### src/rtl/donut_ray_sequencer_pkg.sv
// Shared types and constants for the donut ray sequencer slice.
package donut_ray_sequencer_pkg;

   localparam int Q8_FRAC = 8;
   localparam int VEC_W   = 16;

   typedef logic signed [VEC_W-1:0] vec_t;

   typedef enum logic [2:0] {
      IDLE,
      LAUNCH,
      MARCH,
      CAPTURE,
      OUTPUT
   } state_t;

endpackage

### src/rtl/donut_ray_sequencer_if.sv
// Hit-tester launch bus plus the pixel valid/ready stream.
// master = sequencer side, slave = hit tester / pixel consumer side.
interface donut_ray_sequencer_if #(
   parameter int SHADE_BITS = 2
);
   import donut_ray_sequencer_pkg::*;

   logic                  start;
   vec_t                  px, py, pz;
   vec_t                  rx, ry, rz;
   vec_t                  lx, ly, lz;
   logic                  hit;
   vec_t                  light;
   logic                  pix_valid;
   logic                  pix_ready;
   logic                  pix_hit;
   logic [SHADE_BITS-1:0] pix_shade;

   modport master (
      output start, px, py, pz, rx, ry, rz, lx, ly, lz,
      input  hit, light,
      output pix_valid, pix_hit, pix_shade,
      input  pix_ready
   );

   modport slave (
      input  start, px, py, pz, rx, ry, rz, lx, ly, lz,
      output hit, light,
      input  pix_valid, pix_hit, pix_shade,
      output pix_ready
   );

endinterface

### src/rtl/donut_ray_sequencer_shade_quant.sv
// Combinational light-to-shade quantizer: clamp to [0,255], optional 2x2
// ordered dither (enabled by defining DONUT_DITHER_EN), then keep the top
// SHADE_BITS bits. A miss always yields shade 0.
module donut_shade_quant
   import donut_ray_sequencer_pkg::*;
#(
   parameter int SHADE_BITS = 2
) (
   input  vec_t                  light,
   input  logic                  hit,
   input  logic                  ix0,
   input  logic                  iy0,
   output logic [SHADE_BITS-1:0] shade
);

   localparam int CMAX = (1 << Q8_FRAC) - 1;

   logic [Q8_FRAC-1:0] c;
   logic [Q8_FRAC-1:0] cd;

   // Clamp the signed intensity into the unsigned 0..255 range.
   always_comb begin
      c = '0;
      if (light < 0)
         c = '0;
      else if (light > vec_t'(CMAX))
         c = Q8_FRAC'(CMAX);
      else
         c = light[Q8_FRAC-1:0];
   end

`ifdef DONUT_DITHER_EN
   logic [1:0]       d;
   logic [Q8_FRAC:0] sum;

   // Add the 2x2 ordered-dither offset for this pixel parity and re-clamp.
   always_comb begin
      d = 2'd0;
      case ({iy0, ix0})
         2'd0:    d = 2'd0;
         2'd1:    d = 2'd2;
         2'd2:    d = 2'd3;
         default: d = 2'd1;
      endcase
      sum = {1'b0, c} + ({{(Q8_FRAC-1){1'b0}}, d} << (6 - SHADE_BITS));
      cd  = sum[Q8_FRAC] ? Q8_FRAC'(CMAX) : sum[Q8_FRAC-1:0];
   end
`else
   wire dither_unused = ix0 ^ iy0;
   assign cd = c;
`endif

   assign shade = hit ? cd[Q8_FRAC-1 -: SHADE_BITS] : '0;

endmodule

### src/rtl/donut_ray_sequencer.sv
// Donut ray sequencer: walks an H_RAYS x V_RAYS ray grid per frame, launches
// the hit tester once per ray, samples after MARCH_STEPS cycles and streams
// one quantized pixel per ray. Optional dither: define DONUT_DITHER_EN.
module donut_ray_sequencer
   import donut_ray_sequencer_pkg::*;
#(
   parameter int H_RAYS      = 80,
   parameter int V_RAYS      = 60,
   parameter int MARCH_STEPS = 8,
   parameter int SHADE_BITS  = 2
) (
   input  logic                    clk,
   input  logic                    rst_n,
   input  logic                    frame_start,
   input  vec_t                    p0x_in, p0y_in, p0z_in,
   input  vec_t                    r0x_in, r0y_in, rz_in,
   input  vec_t                    drx_in, dry_in,
   input  vec_t                    lx_in, ly_in, lz_in,
   donut_ray_sequencer_if.master   bus,
   output logic                    busy,
   output logic                    frame_done
);

   localparam int CNT_W = (MARCH_STEPS > 1) ? $clog2(MARCH_STEPS) : 1;
   localparam int IX_W  = (H_RAYS > 1) ? $clog2(H_RAYS) : 1;
   localparam int IY_W  = (V_RAYS > 1) ? $clog2(V_RAYS) : 1;

   state_t                state_q, state_d;
   logic [CNT_W-1:0]      cnt_q, cnt_d;
   logic [IX_W-1:0]       ix_q, ix_d;
   logic [IY_W-1:0]       iy_q, iy_d;
   vec_t                  px_q, px_d, py_q, py_d, pz_q, pz_d;
   vec_t                  rx_q, rx_d, ry_q, ry_d, rz_q, rz_d;
   vec_t                  lx_q, lx_d, ly_q, ly_d, lz_q, lz_d;
   vec_t                  r0x_q, r0x_d, drx_q, drx_d, dry_q, dry_d;
   logic                  pix_hit_q, pix_hit_d;
   logic [SHADE_BITS-1:0] pix_shade_q, pix_shade_d;
   logic                  busy_q, busy_d;
   logic                  frame_done_q, frame_done_d;
   logic [SHADE_BITS-1:0] shade_w;
   logic                  last_col, last_row;

   donut_shade_quant #(.SHADE_BITS(SHADE_BITS)) u_quant (
      .light (bus.light),
      .hit   (bus.hit),
      .ix0   (ix_q[0]),
      .iy0   (iy_q[0]),
      .shade (shade_w)
   );

   assign last_col = (ix_q == IX_W'(H_RAYS - 1));
   assign last_row = (iy_q == IY_W'(V_RAYS - 1));

   // Next-state logic: frame latch, launch/march/capture timing, ray advance.
   always_comb begin
      state_d      = state_q;
      cnt_d        = cnt_q;
      ix_d         = ix_q;
      iy_d         = iy_q;
      px_d         = px_q;
      py_d         = py_q;
      pz_d         = pz_q;
      rx_d         = rx_q;
      ry_d         = ry_q;
      rz_d         = rz_q;
      lx_d         = lx_q;
      ly_d         = ly_q;
      lz_d         = lz_q;
      r0x_d        = r0x_q;
      drx_d        = drx_q;
      dry_d        = dry_q;
      pix_hit_d    = pix_hit_q;
      pix_shade_d  = pix_shade_q;
      busy_d       = busy_q;
      frame_done_d = 1'b0;
      case (state_q)
         IDLE: begin
            if (frame_start) begin
               px_d    = p0x_in;
               py_d    = p0y_in;
               pz_d    = p0z_in;
               rx_d    = r0x_in;
               ry_d    = r0y_in;
               rz_d    = rz_in;
               lx_d    = lx_in;
               ly_d    = ly_in;
               lz_d    = lz_in;
               r0x_d   = r0x_in;
               drx_d   = drx_in;
               dry_d   = dry_in;
               ix_d    = '0;
               iy_d    = '0;
               busy_d  = 1'b1;
               state_d = LAUNCH;
            end
         end
         LAUNCH: begin
            cnt_d   = '0;
            state_d = MARCH;
         end
         MARCH: begin
            cnt_d = cnt_q + 1'b1;
            if (cnt_q == CNT_W'(MARCH_STEPS - 1))
               state_d = CAPTURE;
         end
         CAPTURE: begin
            pix_hit_d   = bus.hit;
            pix_shade_d = shade_w;
            state_d     = OUTPUT;
         end
         OUTPUT: begin
            if (bus.pix_ready) begin
               if (!last_col) begin
                  ix_d = ix_q + 1'b1;
                  rx_d = rx_q + drx_q;
               end else begin
                  ix_d = '0;
                  rx_d = r0x_q;
                  ry_d = ry_q + dry_q;
                  iy_d = last_row ? '0 : iy_q + 1'b1;
               end
               if (last_col && last_row) begin
                  frame_done_d = 1'b1;
                  busy_d       = 1'b0;
                  state_d      = IDLE;
               end else begin
                  state_d = LAUNCH;
               end
            end
         end
         default: state_d = IDLE;
      endcase
   end

   // State and datapath registers; reset aborts any frame immediately.
   always_ff @(posedge clk or negedge rst_n) begin
      if (!rst_n) begin
         state_q      <= IDLE;
         cnt_q        <= '0;
         ix_q         <= '0;
         iy_q         <= '0;
         px_q         <= '0;
         py_q         <= '0;
         pz_q         <= '0;
         rx_q         <= '0;
         ry_q         <= '0;
         rz_q         <= '0;
         lx_q         <= '0;
         ly_q         <= '0;
         lz_q         <= '0;
         r0x_q        <= '0;
         drx_q        <= '0;
         dry_q        <= '0;
         pix_hit_q    <= 1'b0;
         pix_shade_q  <= '0;
         busy_q       <= 1'b0;
         frame_done_q <= 1'b0;
      end else begin
         state_q      <= state_d;
         cnt_q        <= cnt_d;
         ix_q         <= ix_d;
         iy_q         <= iy_d;
         px_q         <= px_d;
         py_q         <= py_d;
         pz_q         <= pz_d;
         rx_q         <= rx_d;
         ry_q         <= ry_d;
         rz_q         <= rz_d;
         lx_q         <= lx_d;
         ly_q         <= ly_d;
         lz_q         <= lz_d;
         r0x_q        <= r0x_d;
         drx_q        <= drx_d;
         dry_q        <= dry_d;
         pix_hit_q    <= pix_hit_d;
         pix_shade_q  <= pix_shade_d;
         busy_q       <= busy_d;
         frame_done_q <= frame_done_d;
      end
   end

   assign bus.start     = (state_q == LAUNCH);
   assign bus.pix_valid = (state_q == OUTPUT);
   assign bus.pix_hit   = pix_hit_q;
   assign bus.pix_shade = pix_shade_q;
   assign bus.px        = px_q;
   assign bus.py        = py_q;
   assign bus.pz        = pz_q;
   assign bus.rx        = rx_q;
   assign bus.ry        = ry_q;
   assign bus.rz        = rz_q;
   assign bus.lx        = lx_q;
   assign bus.ly        = ly_q;
   assign bus.lz        = lz_q;
   assign busy          = busy_q;
   assign frame_done    = frame_done_q;

endmodule

### src/flat_wrapper.sv
// flat-port wrapper written by rule: the top's interface ports become plain ports
module donut_ray_sequencer_flat import donut_ray_sequencer_pkg::*;
#(
   parameter int H_RAYS      = 80,
   parameter int V_RAYS      = 60,
   parameter int MARCH_STEPS = 8,
   parameter int SHADE_BITS  = 2
)
  (clk, rst_n, frame_start, p0x_in, p0y_in, p0z_in, r0x_in, r0y_in, rz_in, drx_in, dry_in, lx_in, ly_in, lz_in, busy, frame_done, bus_start, bus_px, bus_py, bus_pz, bus_rx, bus_ry, bus_rz, bus_lx, bus_ly, bus_lz, bus_hit, bus_light, bus_pix_valid, bus_pix_hit, bus_pix_shade, bus_pix_ready);
  donut_ray_sequencer_if #(.SHADE_BITS(SHADE_BITS)) bus_i ();
  input  logic clk;
  input  logic rst_n;
  input  logic frame_start;
  input  vec_t p0x_in;
  input  vec_t p0y_in;
  input  vec_t p0z_in;
  input  vec_t r0x_in;
  input  vec_t r0y_in;
  input  vec_t rz_in;
  input  vec_t drx_in;
  input  vec_t dry_in;
  input  vec_t lx_in;
  input  vec_t ly_in;
  input  vec_t lz_in;
  output logic busy;
  output logic frame_done;
  output wire logic [$bits(bus_i.start)-1:0] bus_start;
  output wire logic [$bits(bus_i.px)-1:0] bus_px;
  output wire logic [$bits(bus_i.py)-1:0] bus_py;
  output wire logic [$bits(bus_i.pz)-1:0] bus_pz;
  output wire logic [$bits(bus_i.rx)-1:0] bus_rx;
  output wire logic [$bits(bus_i.ry)-1:0] bus_ry;
  output wire logic [$bits(bus_i.rz)-1:0] bus_rz;
  output wire logic [$bits(bus_i.lx)-1:0] bus_lx;
  output wire logic [$bits(bus_i.ly)-1:0] bus_ly;
  output wire logic [$bits(bus_i.lz)-1:0] bus_lz;
  input wire logic [$bits(bus_i.hit)-1:0] bus_hit;
  input wire logic [$bits(bus_i.light)-1:0] bus_light;
  output wire logic [$bits(bus_i.pix_valid)-1:0] bus_pix_valid;
  output wire logic [$bits(bus_i.pix_hit)-1:0] bus_pix_hit;
  output wire logic [$bits(bus_i.pix_shade)-1:0] bus_pix_shade;
  input wire logic [$bits(bus_i.pix_ready)-1:0] bus_pix_ready;
  assign bus_start = bus_i.start;
  assign bus_px = bus_i.px;
  assign bus_py = bus_i.py;
  assign bus_pz = bus_i.pz;
  assign bus_rx = bus_i.rx;
  assign bus_ry = bus_i.ry;
  assign bus_rz = bus_i.rz;
  assign bus_lx = bus_i.lx;
  assign bus_ly = bus_i.ly;
  assign bus_lz = bus_i.lz;
  assign bus_i.hit = bus_hit;
  assign bus_i.light = bus_light;
  assign bus_pix_valid = bus_i.pix_valid;
  assign bus_pix_hit = bus_i.pix_hit;
  assign bus_pix_shade = bus_i.pix_shade;
  assign bus_i.pix_ready = bus_pix_ready;
  donut_ray_sequencer #(.H_RAYS(H_RAYS), .V_RAYS(V_RAYS), .MARCH_STEPS(MARCH_STEPS), .SHADE_BITS(SHADE_BITS)) u_core (.clk(clk), .rst_n(rst_n), .frame_start(frame_start), .p0x_in(p0x_in), .p0y_in(p0y_in), .p0z_in(p0z_in), .r0x_in(r0x_in), .r0y_in(r0y_in), .rz_in(rz_in), .drx_in(drx_in), .dry_in(dry_in), .lx_in(lx_in), .ly_in(ly_in), .lz_in(lz_in), .bus(bus_i), .busy(busy), .frame_done(frame_done));
endmodule
### config.mk
export PLATFORM = sky130hd
export DESIGN_NAME = donut_ray_sequencer_flat
export DESIGN_NICKNAME = d
export VERILOG_FILES = /design/src/rtl/donut_ray_sequencer_pkg.sv /design/src/rtl/donut_ray_sequencer_if.sv /design/src/rtl/donut_ray_sequencer_shade_quant.sv /design/src/rtl/donut_ray_sequencer.sv /design/src/flat_wrapper.sv
export SDC_FILE = /design/constraint.sdc
export NUM_CORES = 1
export LEC_CHECK = 0
export ABC_AREA = 1
export ABC_CLOCK_PERIOD_IN_PS = 2100
export CORE_MARGIN = 2
export CORE_UTILIZATION = 46
export CTS_CLUSTER_SIZE = 24
export DETAILED_ROUTE_END_ITERATION = 10
export PLACE_DENSITY_LB_ADDON = 0.3
export SETUP_SLACK_MARGIN = 0.5
export SLEW_MARGIN = 15
export SYNTH_ARGS = -nofsm -noshare
export SYNTH_HDL_FRONTEND = slang
export SYNTH_SLANG_ARGS = --single-unit
### constraint.sdc
create_clock -name clk -period 2.1 [get_ports clk]
set_input_delay 0.42 -clock clk [delete_from_list [all_inputs] [get_ports clk]]
set_output_delay 0.42 -clock clk [all_outputs]
set_load 0.02 [all_outputs]
==> results.json <==
{
  "synth_cell_types": 40,
  "synth_area_per_cell_um2": 7.87,
  "tritoncts": "done",
  "period_share_pct": 90.2,
  "status": "finished clean",
  "place.port_buffers": 341,
  "ant_nets": 0,
  "hold_class": "input pin to async pin",
  "crit_type": "flop to flop",
  "arrival_ns": 2.31,
  "clkTransAtPathRegs_ns": 0.07,
  "start_util_pct": 46.3,
  "globalRouteMet3Util_pct": 8.83,
  "use_met1_pct": 33.2,
  "worstSkewPairLatency_ns": 0.54,
  "nets": 2041,
  "hold_viol": 0,
  "rsz0062_at_grt": "true",
  "cp-start-kind": "flop",
  "synth_fp_nets": 1554,
  "syn_inst": 1321,
  "tightest_slew_ns": 0.444,
  "dr_total_vias": 11700,
  "fin_cells": 2121,
  "drc": 0,
  "drt-initial-drc-count": 797,
  "fmax_mhz": 528,
  "max_slew_margin_pct": 70.1,
  "dp.cells": 1923,
  "grt_first_pass_wirelength_um": 55300,
  "ios": 348,
  "synth_edf_count": 0,
  "drt-wirelength-per-cell_um": 21.6,
  "ir_drop_uv": 1090,
  "grt_use_total_pct": 29.3,
  "grt_pass1_vias": 10700,
  "yosys_warnings": 0,
  "hold_slack_ns": 0.410,
  "synth_top_area_share_pct": 52.0,
  "first_pass_iters": 5,
  "fin_skew_ns": 0.0122,
  "gp_congestion": 0.862,
  "ys_seq_area_share_pct": 52.0,
  "area_growth_pct": 77.8,
  "die_h_um": 154,
  "slew_violations": 0,
  "leakage_nw": 9.17,
  "fillCellCount": 1291,
  "cts.sinks": 216,
  "globalRouteOverflowTotal": 0,
  "finalWirelength_um": 45900,
  "row_count": 55,
  "top_usage_layer": "met2",
  "setup_viol": 0,
  "endpoint_kind": "flop",
  "antenna_found_initial": 11,
  "core_mm2": 0.0224,
  "cap_violations": 0,
  "synth_ff_type": "dfrtp_1",
  "cts_max_path_buffers": 3,
  "layout-drive-gt1-share_pct": 40.3,
  "ctsRootBufferMaster": "clkbuf_16",
  "synthArstFlopShare_pct": 100,
  "met2_usage_pct": 51.8,
  "yosys.area.top_type": "dfrtp_1",
  "synthesis.area_mm2": 0.0104,
  "powerDensity_mw_per_mm2": 1750,
  "ys_top_cells_by_area": "dfrtp_1 52%, nand2_1 23%, ha_1 4.1%",
  "grt_max_degree": 52,
  "viasPerCell": 5.50,
  "fin_util_pct": 82.4,
  "dieWidth_um": 154,
  "cts_htree_levels": 1,
  "die_area_mm2": 0.0238,
  "finalCriticalPeriod_ns": 1.89,
  "final_cell_mix": "426 x nand2_1, 201 x dfrtp_1, 189 x clkdlybuf4s50_1",
  "cts_buffers": 25,
  "cp_max_fo": 3,
  "ys_ff_latch": 216,
  "dpl.hpwl_um": 23300,
  "required_ns": 2.52,
  "setup_tns_ns": 0,
  "layout_commonest_cell": "nand2_1"
}
-- cell type report --
| type | instances | area (um2) | share of cell area (%) |
|---|---|---|---|
| sequential | 216 | 5420 | 29.3 |
| timing repair inverter | 2 | 60.1 | 0.325 |
| inverter | 86 | 369 | 2.00 |
| multi-input combinational | 973 | 6320 | 34.2 |
| tap | 285 | 357 | 1.93 |
| antenna | 10 | 25.0 | 0.135 |
| timing repair buffer | 504 | 5060 | 27.4 |
| clock buffer | 34 | 709 | 3.84 |
| clock inverter | 11 | 159 | 0.860 |
-- cell usage after synthesis, types with 6 or more instances --
library cell	count
o211ai_1	7
nand3_1	50
clkbuf_1	18
inv_1	81
dfrtp_1	216
buf_2	25
a21oi_1	44
o21ai_0	48
nand2_1	650
nor2_1	63
ha_1	34
xor2_1	12
a31oi_1	6
nor3_1	12
-- where the power goes --
group / internal [mW] / total (mW) / switching, mW
registers: 6.09 / 7.94 / 1.85
logic: 8.71 / 19.8 / 11.1
clock network: 2.85 / 4.70 / 1.85
-- worst paths after layout --
| check | cells after the start | from | end | slack (ns) |
|---|---|---|---|---|
| max | 8 | u_core.bus.rx[0] | u_core.bus.rx[8] | 0.21 |
| min | 2 | rst_n | u_core.drx_q[11] | 0.41 |
| max reg2reg | 8 | u_core.bus.rx[0] | u_core.bus.rx[8] | 0.21 |
| min reg2reg | 2 | u_core.bus.pix_shade[0] | u_core.bus.pix_shade[0] | 0.48 |
| max in group asynchronous | 3 | rst_n | u_core.drx_q[1] | 1.00 |
| min in group clk | 3 | rz_in[4] | u_core.bus.rz[4] | 0.42 |
-- worst max-delay path: stages, from the launching register on --
cell and delay, ns:
dfrtp_2 0.42, ha_4 0.17, fa_2 0.36, nand2_2 0.08, nand3_2 0.09, and2_4 0.18, a21oi_2 0.18, xor2_1 0.20
o21ai_1 0.10
-- through the flow --
step	setup slack [ns]	total power [mW]	instance area, um2
2_1_floorplan	0.385	15.6	10600
3_3_place_gp	0.132	20.7	14500
3_5_place_dp	0.0781	21.0	14500
4_1_cts	0.265	26.6	15700
5_1_grt	0.152	34.1	18500
6_report	0.205	32.4	18500
-- per-layer routing --
layer | routed length (um) | part of all wire (%)
met1 | 16000 | 35
met2 | 23100 | 50
met3 | 3940 | 8.6
met4 | 2850 | 6.2
met5 | 0 | 0
-- state kept, by name, indices dropped and copies added, names as in the netlist, 2 cells and up --
name	count
u_core.ix_q	7
u_core.bus.ry	16
u_core.cnt_q	3
u_core.bus.ly	16
u_core.state_q	3
u_core.iy_q	6
u_core.bus.pz	16
u_core.bus.pix_shade	2
u_core.dry_q	16
u_core.bus.lx	16
u_core.drx_q	16
u_core.bus.rx	16
u_core.bus.lz	16
u_core.bus.rz	16
u_core.bus.px	16
u_core.bus.py	16
u_core.r0x_q	16
-- cell families (layout without fill, tap and decap cells) --
logic type | after synthesis | after routing | share of synthesized area [%]
AND/OR/NAND/NOR | 799 | 800 | 30.5
flip-flops | 216 | 216 | 52.0
buffers and inverters | 133 | 637 | 5.18
AO/OA/AOI/OAI | 120 | 120 | 6.42
adder cells (fa/ha/maj) | 36 | 36 | 4.48
XOR/XNOR | 14 | 14 | 1.18
multiplexers | 3 | 3 | 0.289
other | 0 | 10 | 0
-- what timing repair did --
item	in CTS	in global routing
buffers inserted	38	59
pin swaps	37	167
endpoints found under the setup margin	202	231
cloned	7	38
hold buffers	1	0
endpoints found under the hold margin	46	0
resized for setup	717	490
Power figures use the tool's default switching activity.
